$ cat src/rtl/multicycle_sequencer.sv
// Multicycle control sequencer for the LEGv8 datapath: fetch/decode/exec/mem/wb
// with ack handshakes to instruction and data memory and a sticky timeout fault.
module multicycle_sequencer #(
  parameter int unsigned MEM_TIMEOUT = 15
) (
  input  logic        Clk,
  input  logic        Reset,
  input  logic [10:0] opcode,
  input  logic        zero,
  input  logic        imem_ack,
  input  logic        dmem_ack,
  output logic        imem_req,
  output logic        ir_write,
  output logic        pc_write,
  output logic        pc_src,
  output logic        regwrite,
  output logic        dmem_read,
  output logic        dmem_write,
  output logic        retired,
  output logic        mem_fault,
  output logic [2:0]  state
);

  localparam int unsigned CNT_W = $clog2(MEM_TIMEOUT + 1);

  typedef enum logic [2:0] {
    S_FETCH  = 3'd0,
    S_DECODE = 3'd1,
    S_EXEC   = 3'd2,
    S_MEM    = 3'd3,
    S_WB     = 3'd4,
    S_FAULT  = 3'd7
  } state_t;

  typedef enum logic [2:0] {
    C_NOP  = 3'd0,
    C_ALU  = 3'd1,
    C_B    = 3'd2,
    C_CBZ  = 3'd3,
    C_LDUR = 3'd4,
    C_STUR = 3'd5
  } class_t;

  state_t           r_state;
  class_t           r_class;
  logic [CNT_W-1:0] r_wait;
  logic [CNT_W-1:0] w_wait_inc;
  logic             w_timeout;

  // ALU-reg, ALU-imm and MOVZ all take the same EXEC -> WB path.
  function automatic class_t decode_class(input logic [10:0] op);
    class_t cls;
    casez (op)
      11'b10001010000, 11'b10101010000,
      11'b10001011000, 11'b11001011000,
      11'b1001000100?, 11'b1101000100?,
      11'b110100101??: cls = C_ALU;
      11'b000101?????: cls = C_B;
      11'b10110100???: cls = C_CBZ;
      11'b11111000010: cls = C_LDUR;
      11'b11111000000: cls = C_STUR;
      default:         cls = C_NOP;
    endcase
    return cls;
  endfunction

  assign w_wait_inc = r_wait + CNT_W'(1);
  assign w_timeout  = (w_wait_inc == CNT_W'(MEM_TIMEOUT));

  // An ack in the limit cycle is checked first, so it always beats the timeout.
  always_ff @(posedge Clk or posedge Reset) begin
    if (Reset) begin
      r_state <= S_FETCH;
      r_class <= C_NOP;
      r_wait  <= '0;
    end else begin
      case (r_state)
        S_FETCH: begin
          if (imem_ack) begin
            r_state <= S_DECODE;
            r_wait  <= '0;
          end else if (w_timeout) begin
            r_state <= S_FAULT;
          end else begin
            r_wait  <= w_wait_inc;
          end
        end
        S_DECODE: begin
          r_class <= decode_class(opcode);
          r_state <= S_EXEC;
        end
        S_EXEC: begin
          r_wait <= '0;
          case (r_class)
            C_LDUR, C_STUR: r_state <= S_MEM;
            C_ALU:          r_state <= S_WB;
            default:        r_state <= S_FETCH;
          endcase
        end
        S_MEM: begin
          if (dmem_ack) begin
            r_state <= (r_class == C_LDUR) ? S_WB : S_FETCH;
            r_wait  <= '0;
          end else if (w_timeout) begin
            r_state <= S_FAULT;
          end else begin
            r_wait  <= w_wait_inc;
          end
        end
        S_WB: begin
          r_state <= S_FETCH;
          r_wait  <= '0;
        end
        S_FAULT: r_state <= S_FAULT;
        default: r_state <= S_FETCH;
      endcase
    end
  end

  // Strobes are gated by Reset so they drop the moment Reset rises.
  always_comb begin
    imem_req   = 1'b0;
    ir_write   = 1'b0;
    pc_write   = 1'b0;
    pc_src     = 1'b0;
    regwrite   = 1'b0;
    dmem_read  = 1'b0;
    dmem_write = 1'b0;
    mem_fault  = 1'b0;
    if (!Reset) begin
      case (r_state)
        S_FETCH: begin
          imem_req = 1'b1;
          ir_write = imem_ack;
        end
        S_EXEC: begin
          case (r_class)
            C_B: begin
              pc_write = 1'b1;
              pc_src   = 1'b1;
            end
            C_CBZ: begin
              pc_write = 1'b1;
              pc_src   = zero;
            end
            C_NOP:   pc_write = 1'b1;
            default: pc_write = 1'b0;
          endcase
        end
        S_MEM: begin
          dmem_read  = (r_class == C_LDUR);
          dmem_write = (r_class == C_STUR);
          pc_write   = dmem_ack && (r_class == C_STUR);
        end
        S_WB: begin
          regwrite = 1'b1;
          pc_write = 1'b1;
        end
        S_FAULT: mem_fault = 1'b1;
        default: mem_fault = 1'b0;
      endcase
    end
  end

  assign retired = pc_write;
  assign state   = r_state;

endmodule

$ cat config.mk
export PLATFORM = sky130hd
export DESIGN_NAME = multicycle_sequencer
export DESIGN_NICKNAME = d
export VERILOG_FILES = /design/src/rtl/multicycle_sequencer.sv
export SDC_FILE = /design/constraint.sdc
export NUM_CORES = 1
export LEC_CHECK = 0
export ABC_AREA = 0
export BUFFER_PORTS_ARGS = -buffer_cell sky130_fd_sc_hd__buf_2
export CORE_MARGIN = 2
export CORE_UTILIZATION = 54
export DETAILED_ROUTE_END_ITERATION = 16
export PLACE_DENSITY = 0.88
export SYNTH_ARGS = -nofsm -noshare
export SYNTH_HDL_FRONTEND = slang
export SYNTH_SLANG_ARGS = --single-unit
export TNS_END_PERCENT = 30
$ cat constraint.sdc
create_clock -name Clk -period 3.6 [get_ports Clk]
set_input_delay 0.36 -clock Clk [delete_from_list [all_inputs] [get_ports Clk]]
set_output_delay 0.36 -clock Clk [all_outputs]
set_load 0.005 [all_outputs]
# Word level (Yosys, flattened, before mapping)
# Cells that the tools add are included.
# Widths: inputs -> output; s select.
[classes]
addsub = 1
n_eq_ne = 22
mux = 29
reduce_logical = 8
[op_table]
columns = ["op", "n"]
rows = [
  ["$eq 11x11->1 const B", 6],
  ["$pmux 3 s5", 2],
  ["$eq 10x10->1 const B", 2],
  ["$mux 1", 16],
  ["$eq 3x2->1 const B", 4],
  ["$eq 3x3->1 const B", 4],
  ["$mux 3", 4],
  ["$mux 4", 3],
  ["$pmux 4 s3", 1],
  ["$eq 9x9->1 const B", 1],
  ["$eq 8x8->1 const B", 1],
  ["$reduce_or 7->1", 1],
  ["$eq 3x1->1 const B", 2],
  ["$eq 6x3->1 const B", 1],
  ["$logic_not 3->1", 2],
  ["$pmux 3 s2", 1],
  ["$add 4x1->4 const B", 1],
  ["$eq 4x4->1 const B", 1],
  ["$reduce_or 2->1", 2],
  ["$pmux 1 s3", 1],
  ["$reduce_bool 3->1", 1],
  ["$reduce_or 3->1", 1],
  ["$pmux 1 s2", 1],
  ["$logic_and 1x1->1", 1],
]
[totals]
ff_bits = 10
in_bits = 16
out_inout_bits = 12
elab_cells = 63

# Longest topological paths before layout
# Gate-level depths: netlist of run 1.
[depth]
depth_word = 5
ltp_mapped = 6
mapped_depth_nobuf = 6

# Worst setup path after synthesis of run 1
# Ideal clock, no wire load.
[synth_path]
path_kind = "reg2out"
from = "reg r_state[2] (netlist: state[2])"
to = "out pc_src"
arrival_ns = 1.401
required_time_ns = 3.240
path_slack_ns = 1.839
stages_incl_launch_ff = 4
path_buffers = 1
path_cell_list = "dfrtp_1 > buf_2 > or3_1 > a2111oi_0"
[synth_between]
elab_chain_cells = 3
[synth_rtl]
columns = ["element", "line_no", "text"]
rows = [
  ["start, declared", "44", "state_t r_state;"],
  ["start signal, assigned", "102", "r_state <= (r_class == C_LDUR) ? S_WB : S_FETCH;"],
  ["$eq 3x2->1", "131", "case (r_state)"],
  ["$mux 1", "131", ""],
  ["$mux 1", "130", "if (!Reset) begin"],
  ["end, declared", "15", "output logic pc_src,"],
]
# Every way passes these cells.

# Final worst setup path of run 1
# Ends and elaborated chain as after synthesis.

==> results of run 1 <==
==> report_power, final <==
group / switching [W] / leakage, nW / total [W] / internal, W
clock network: 0.0000385 / 0.0210 / 0.000100 / 0.0000615
registers: 0.0000817 / 0.132 / 0.000227 / 0.000145
logic: 0.000151 / 0.320 / 0.000292 / 0.000141
total: 0.000271 / 0.473 / 0.000619 / 0.000348
==> cells in the final DEF (no fill, tap or decap), types with 3 or more instances in the layout <==
cell       n
nor3_1     5
nand2b_1   8
clkbuf_4   3
and2_1     3
o21ai_0    7
nor4b_1    3
nor2_1     8
dfrtp_1   10
inv_1      6
a21oi_1    3
buf_2     27
nand2_1   15
a31oi_1    3
o31ai_1    3
nand3_1    3
==> registers in the layout, indices dropped and copies added (netlist names) <==
name and flops:
r_class 3, r_wait 4, state 3
==> cell families after synthesis <==
family / synth area share [%]
compound gates: 23.1
fa+ha+maj: 2.79
buf+inv: 5.29
flops: 27.9
mux: 2.37
simple gates: 38.6
==> critical path: cells and delay by family, from the launching register on <==
family / cells / cell delay (ns)
flops: 1 / 0.53
simple gates: 1 / 0.42
compound gates: 1 / 0.35
buf+inv: 1 / 0.18
==> path summary, 6_finish.rpt <==
kind	depth (start not counted)	to	slack (ns)
setup / recovery	3	pc_src	1.49
hold / removal	2	state[0]	0.10
setup reg to reg	3	r_wait[0]	1.80
hold reg to reg	1	r_wait[3]	0.54
max in group asynchronous	2	r_wait[0]	3.24
min in group Clk	4	r_class[1]	0.42
==> stage by stage <==
stage	worst slack (ns)	utilization, %	instance area, um^2	instances
floorplan	1.84	-	898	114
global placement	1.82	66.7	1030	152
detailed placement	1.77	66.7	1030	152
CTS	1.49	69.1	1060	156
global route	1.38	69.1	1060	156
finish	1.49	69.1	1060	156
==> area by class of cell <==
| cell class | instances | share of cell area, % |
|---|---|---|
| Multi-Input combinational cell | 93 | 56.4 |
| Sequential cell | 10 | 23.5 |
| Timing Repair Buffer | 27 | 12.7 |
| Clock buffer | 4 | 3.41 |
| Inverter | 6 | 2.12 |
| Tap cell | 16 | 1.88 |
==> layer usage <==
metal | vias up | global-route usage (%)
met5 | - | 0
met3 | 3 | 2.40
met1 | 420 | 31.3
met2 | 51 | 40.9
met4 | 0 | 7.06
li1 | 471 | -
==> metrics.txt, run 1 <==
final setup TNS 0 ns; grt ovf 0; synth warn 0; clock latency on the worst-skew pair 0.27 ns; Syn Std Cell Area 898 um^2; max-slew violation count 0; Hold Crit Class in -> async; Rel. slew slack 61.8%; Final Skew 0.000523 ns; setup bufs post-CTS 0; overall power 0.000619 W; DRC 0; CP startpoint state[2]; Area contributors post-synth dfrtp_1 (28%), nand2_1 (6.3%), nand2b_1 (5.6%); Core Footprint 0.00154 mm^2; n_diodes 0; post-synthesis cell type count 43; unrepaired setup endpoints after global routing false; area of the multi-input gates 601 um^2; wl on met1 827 um; EDFF count, synth 0; FF/Latch Area 250 um^2; DR vias/cell 6.06; hold buffer count at cts 0; worst hold slack 0.103 ns; final worst path period share 58.5%; CTS H-tree depth 1; worst vdd ir 0.272 mV; Fin. Hold Viols 0; Worst setup EP type output pin; final setup fails 0; register bit total from synthesis 10; CP cell instances or3_1 -> a2111oi_0 -> buf_2; chip width 44.8 um; clock root buffer clkbuf_4; async set-reset flop share out of synthesis 100%; outcome complete, no violations; highest clock rate 475 MHz; DRT Wirelength 2020 um; Die Ht 44.8 um; Leakage 0.473 nW; HPWL Detailed 1640 um; fillers 124; Initial Util 58.3%; PostCTS Resize Cnt 0; DR top layer met4; worst r2r src state[1]; Mapped Nets 132; crit path kind reg -> out; CP max FO 15; Top FF cell, synth dfrtp_1; TritonCTS Sinks 10; Critical Path AT 1.75 ns; slowest CP cell dfrtp_1; met3 wire length 164 um; initial antenna violation count 0; total CTS buffers 3; post-synth top area cell dfrtp_1; die area 0.00201 mm^2; DRT antenna net count 0; DR vias 945; Worst path max stage delay 0.53 ns; global-route wire length before repair 3580 um; Final Wtd Congestion 0.864; power density over the cells 581 mW/mm^2; clk slew on worst S/H paths 0.06 ns; via count of the first global-routing pass 845; average wire per standard cell 13.0 um; total track usage 23.6%; Tmin final 2.11 ns; Slew @ Worst Pin 0.573 ns; layout cells sized above 1 26.4%; CP Data Required Time 3.24 ns; port bufs 27; I/O Pins 28; drt initial violations 16; commonest cells in the synthesized netlist nand2_1 (15), dfrtp_1 (10), nand2b_1 (8), nor2_1 (8), o21ai_0 (7); DR pass1 iterations 4; top-count cell post-synth nand2_1; largest net degree at the start of global routing 21; max-cap viol count 0; clock tree buffer depth 2; register area share after synthesis 27.9%; TritonCTS clock tree built; WL met2 1010 um; top cell type's share of synthesized area 27.9%; startpoint types flip-flop; area grow syn2layout 18.5%; Synth Instances 114; syn avg cell area 7.88 um^2; final net count 159; # rows 14
Note: power is estimated with default switching activity, not from simulation.
==> run 2: changes to the inputs <==
CORE_UTILIZATION = 50   (was 54)
PLACE_DENSITY = 0.82   (was 0.88)
clock period = 2.2 ns   (was 3.6 ns; I/O delays follow)
==> metrics.txt, run 2 (synthesized netlist as in run 1, its figures left out) <==
# rows 15 (was 14); Worst R2R End r_wait[0] (unchanged); Critical Path AT 1.77 ns (was 1.75 ns); grt ovf 0 (unchanged); clock tree buffer depth 2 (unchanged); worst vdd ir 0.446 mV (was 0.272 mV); via count of the first global-routing pass 802 (was 845); HPWL Detailed 1660 um (was 1640 um); max-cap viol count 0 (unchanged); most common cell after layout, fill and taps aside buf_2 (unchanged); TritonCTS clock tree built (unchanged); worst-case reg-to-reg path depth 6 (was 3); number of placed instances with taps included 161 (was 152); final net count 160 (was 159); grt met2 use 37.5% (was 40.9%); number of flip-flops in the largest register 4 (unchanged); power density over the cells 903 mW/mm^2 (was 581 mW/mm^2); die area 0.00215 mm^2 (was 0.00201 mm^2); overall power 0.000969 W (was 0.000619 W); reg2reg setup slack 0.38 ns (was 1.80 ns); CTS H-tree depth 1 (unchanged); port bufs 27 (unchanged); initial antenna violation count 0 (unchanged); DR vias 935 (was 945); chip width 46.4 um (was 44.8 um); critical path endpoint pc_src (unchanged); final setup fails 0 (unchanged); DRT antenna net count 0 (unchanged); I/O Pins 28 (unchanged); DRC 0 (unchanged); most frequent cells in the layout buf_2 (27), nand2_1 (15), dfrtp_1 (10) (unchanged); Biggest register r_wait (unchanged); DR vias/cell 5.67 (was 6.06); n_diodes 0 (unchanged); outcome complete, no violations (unchanged); Rel. slew slack 62.6% (was 61.8%); Leakage 0.470 nW (was 0.473 nW); area grow syn2layout 19.4% (was 18.5%); clock root buffer clkbuf_4 (unchanged); TritonCTS Sinks 10 (unchanged); largest net degree at the start of global routing 21 (unchanged); crit path kind reg -> out (unchanged); global-route wire length before repair 3300 um (was 3580 um); met3 Use GR 1.18% (was 2.40%); clk slew on worst S/H paths 0.06 ns (about the same); Fin. Hold Viols 0 (unchanged); final setup TNS 0 ns (unchanged); max-slew violation count 0 (unchanged); clock latency on the worst-skew pair 0.25 ns (was 0.27 ns); Final Wtd Congestion 0.884 (was 0.864); average wire per standard cell 12.4 um (was 13.0 um); gr busiest metal met2 (unchanged); worst r2r src r_wait[1] (was state[1]); startpoint types flip-flop (unchanged); CP startpoint state[2] (unchanged); CP max FO 15 (unchanged); CP Data Required Time 1.98 ns (was 3.24 ns); Non-Filler Instances 165 (was 156); layout cells sized above 1 25.7% (was 26.4%); Tmin final 1.99 ns; total CTS buffers 3 (unchanged); final worst path period share 90.6%; DRT Wirelength 2050 um (was 2020 um); total track usage 21.5% (was 23.6%); highest clock rate 502 MHz; DR pass1 iterations 4 (unchanged); Core Footprint 0.00171 mm^2 (was 0.00154 mm^2); Worst setup EP type output pin (unchanged); setup bufs post-CTS 0 (unchanged); Final Skew 0.00424 ns (was 0.000523 ns); Hold Crit Class in -> reg (was in -> async); Die Ht 46.4 um (was 44.8 um); GRT met1 Usage 26.6% (was 31.3%); unrepaired setup endpoints after global routing false (unchanged); Util after Layout 62.8% (was 69.1%); Slew @ Worst Pin 0.561 ns (was 0.573 ns); drt initial violations 32 (was 16); Initial Util 52.6% (was 58.3%)
## run 2: power by group
group          switching, W  internal (W)
combinational      0.000245      0.000234
sequential         0.000136      0.000237
clock             0.0000536     0.0000627
total              0.000435      0.000534
## run 2: final cells by class
cell class	instances	area [um^2]
clock buffer	3	22.5
sequential	10	250
inverter	6	22.5
timing repair buffer	28	145
tap	25	31.3
multi-input combinational	93	601
fill	150	636
## run 2: per-layer routing
metal / part of all wire [%] / wire, um / vias up
met3: 3.7 / 76 / 2
met5: 0 / 0 / -
met1: 42 / 868 / 436
met2: 53 / 1080 / 26
li1: - / - / 471
met4: 0.93 / 19 / 0
## run 2: worst min-delay path by stage
stage              start         end  cells past startpoint
3_3_place_gp       Reset  r_class[1]                      2
3_5_place_dp       Reset  r_class[1]                      2
4_1_cts        opcode[7]  r_class[2]                      3
6_report       opcode[7]  r_class[2]                      3
2_1_floorplan      Reset  r_class[0]                      1
5_1_grt        opcode[7]  r_class[2]                      3
## run 2: what timing repair did
action	CTS	global route
endpoints found under the setup margin	0	0
endpoints found under the hold margin	10	0
resized for setup	0	0
hold buffers	1	0
## run 2: through the flow
stage	worst slack, ns	cell area, um^2	hold WS [ns]
5_1_grt	0.0938	1070	0.292
6_report	0.208	1070	0.278
3_5_place_dp	0.407	1040	0.264
2_1_floorplan	0.551	898	0.0602
4_1_cts	0.197	1070	0.276
3_3_place_gp	0.461	1040	0.260
## run 2: worst max-delay path, stage by stage, from the launching register on
cell and delay [ns]:
dfrtp_1 0.54, or3_1 0.43, a2111oi_0 0.37, buf_2 0.18
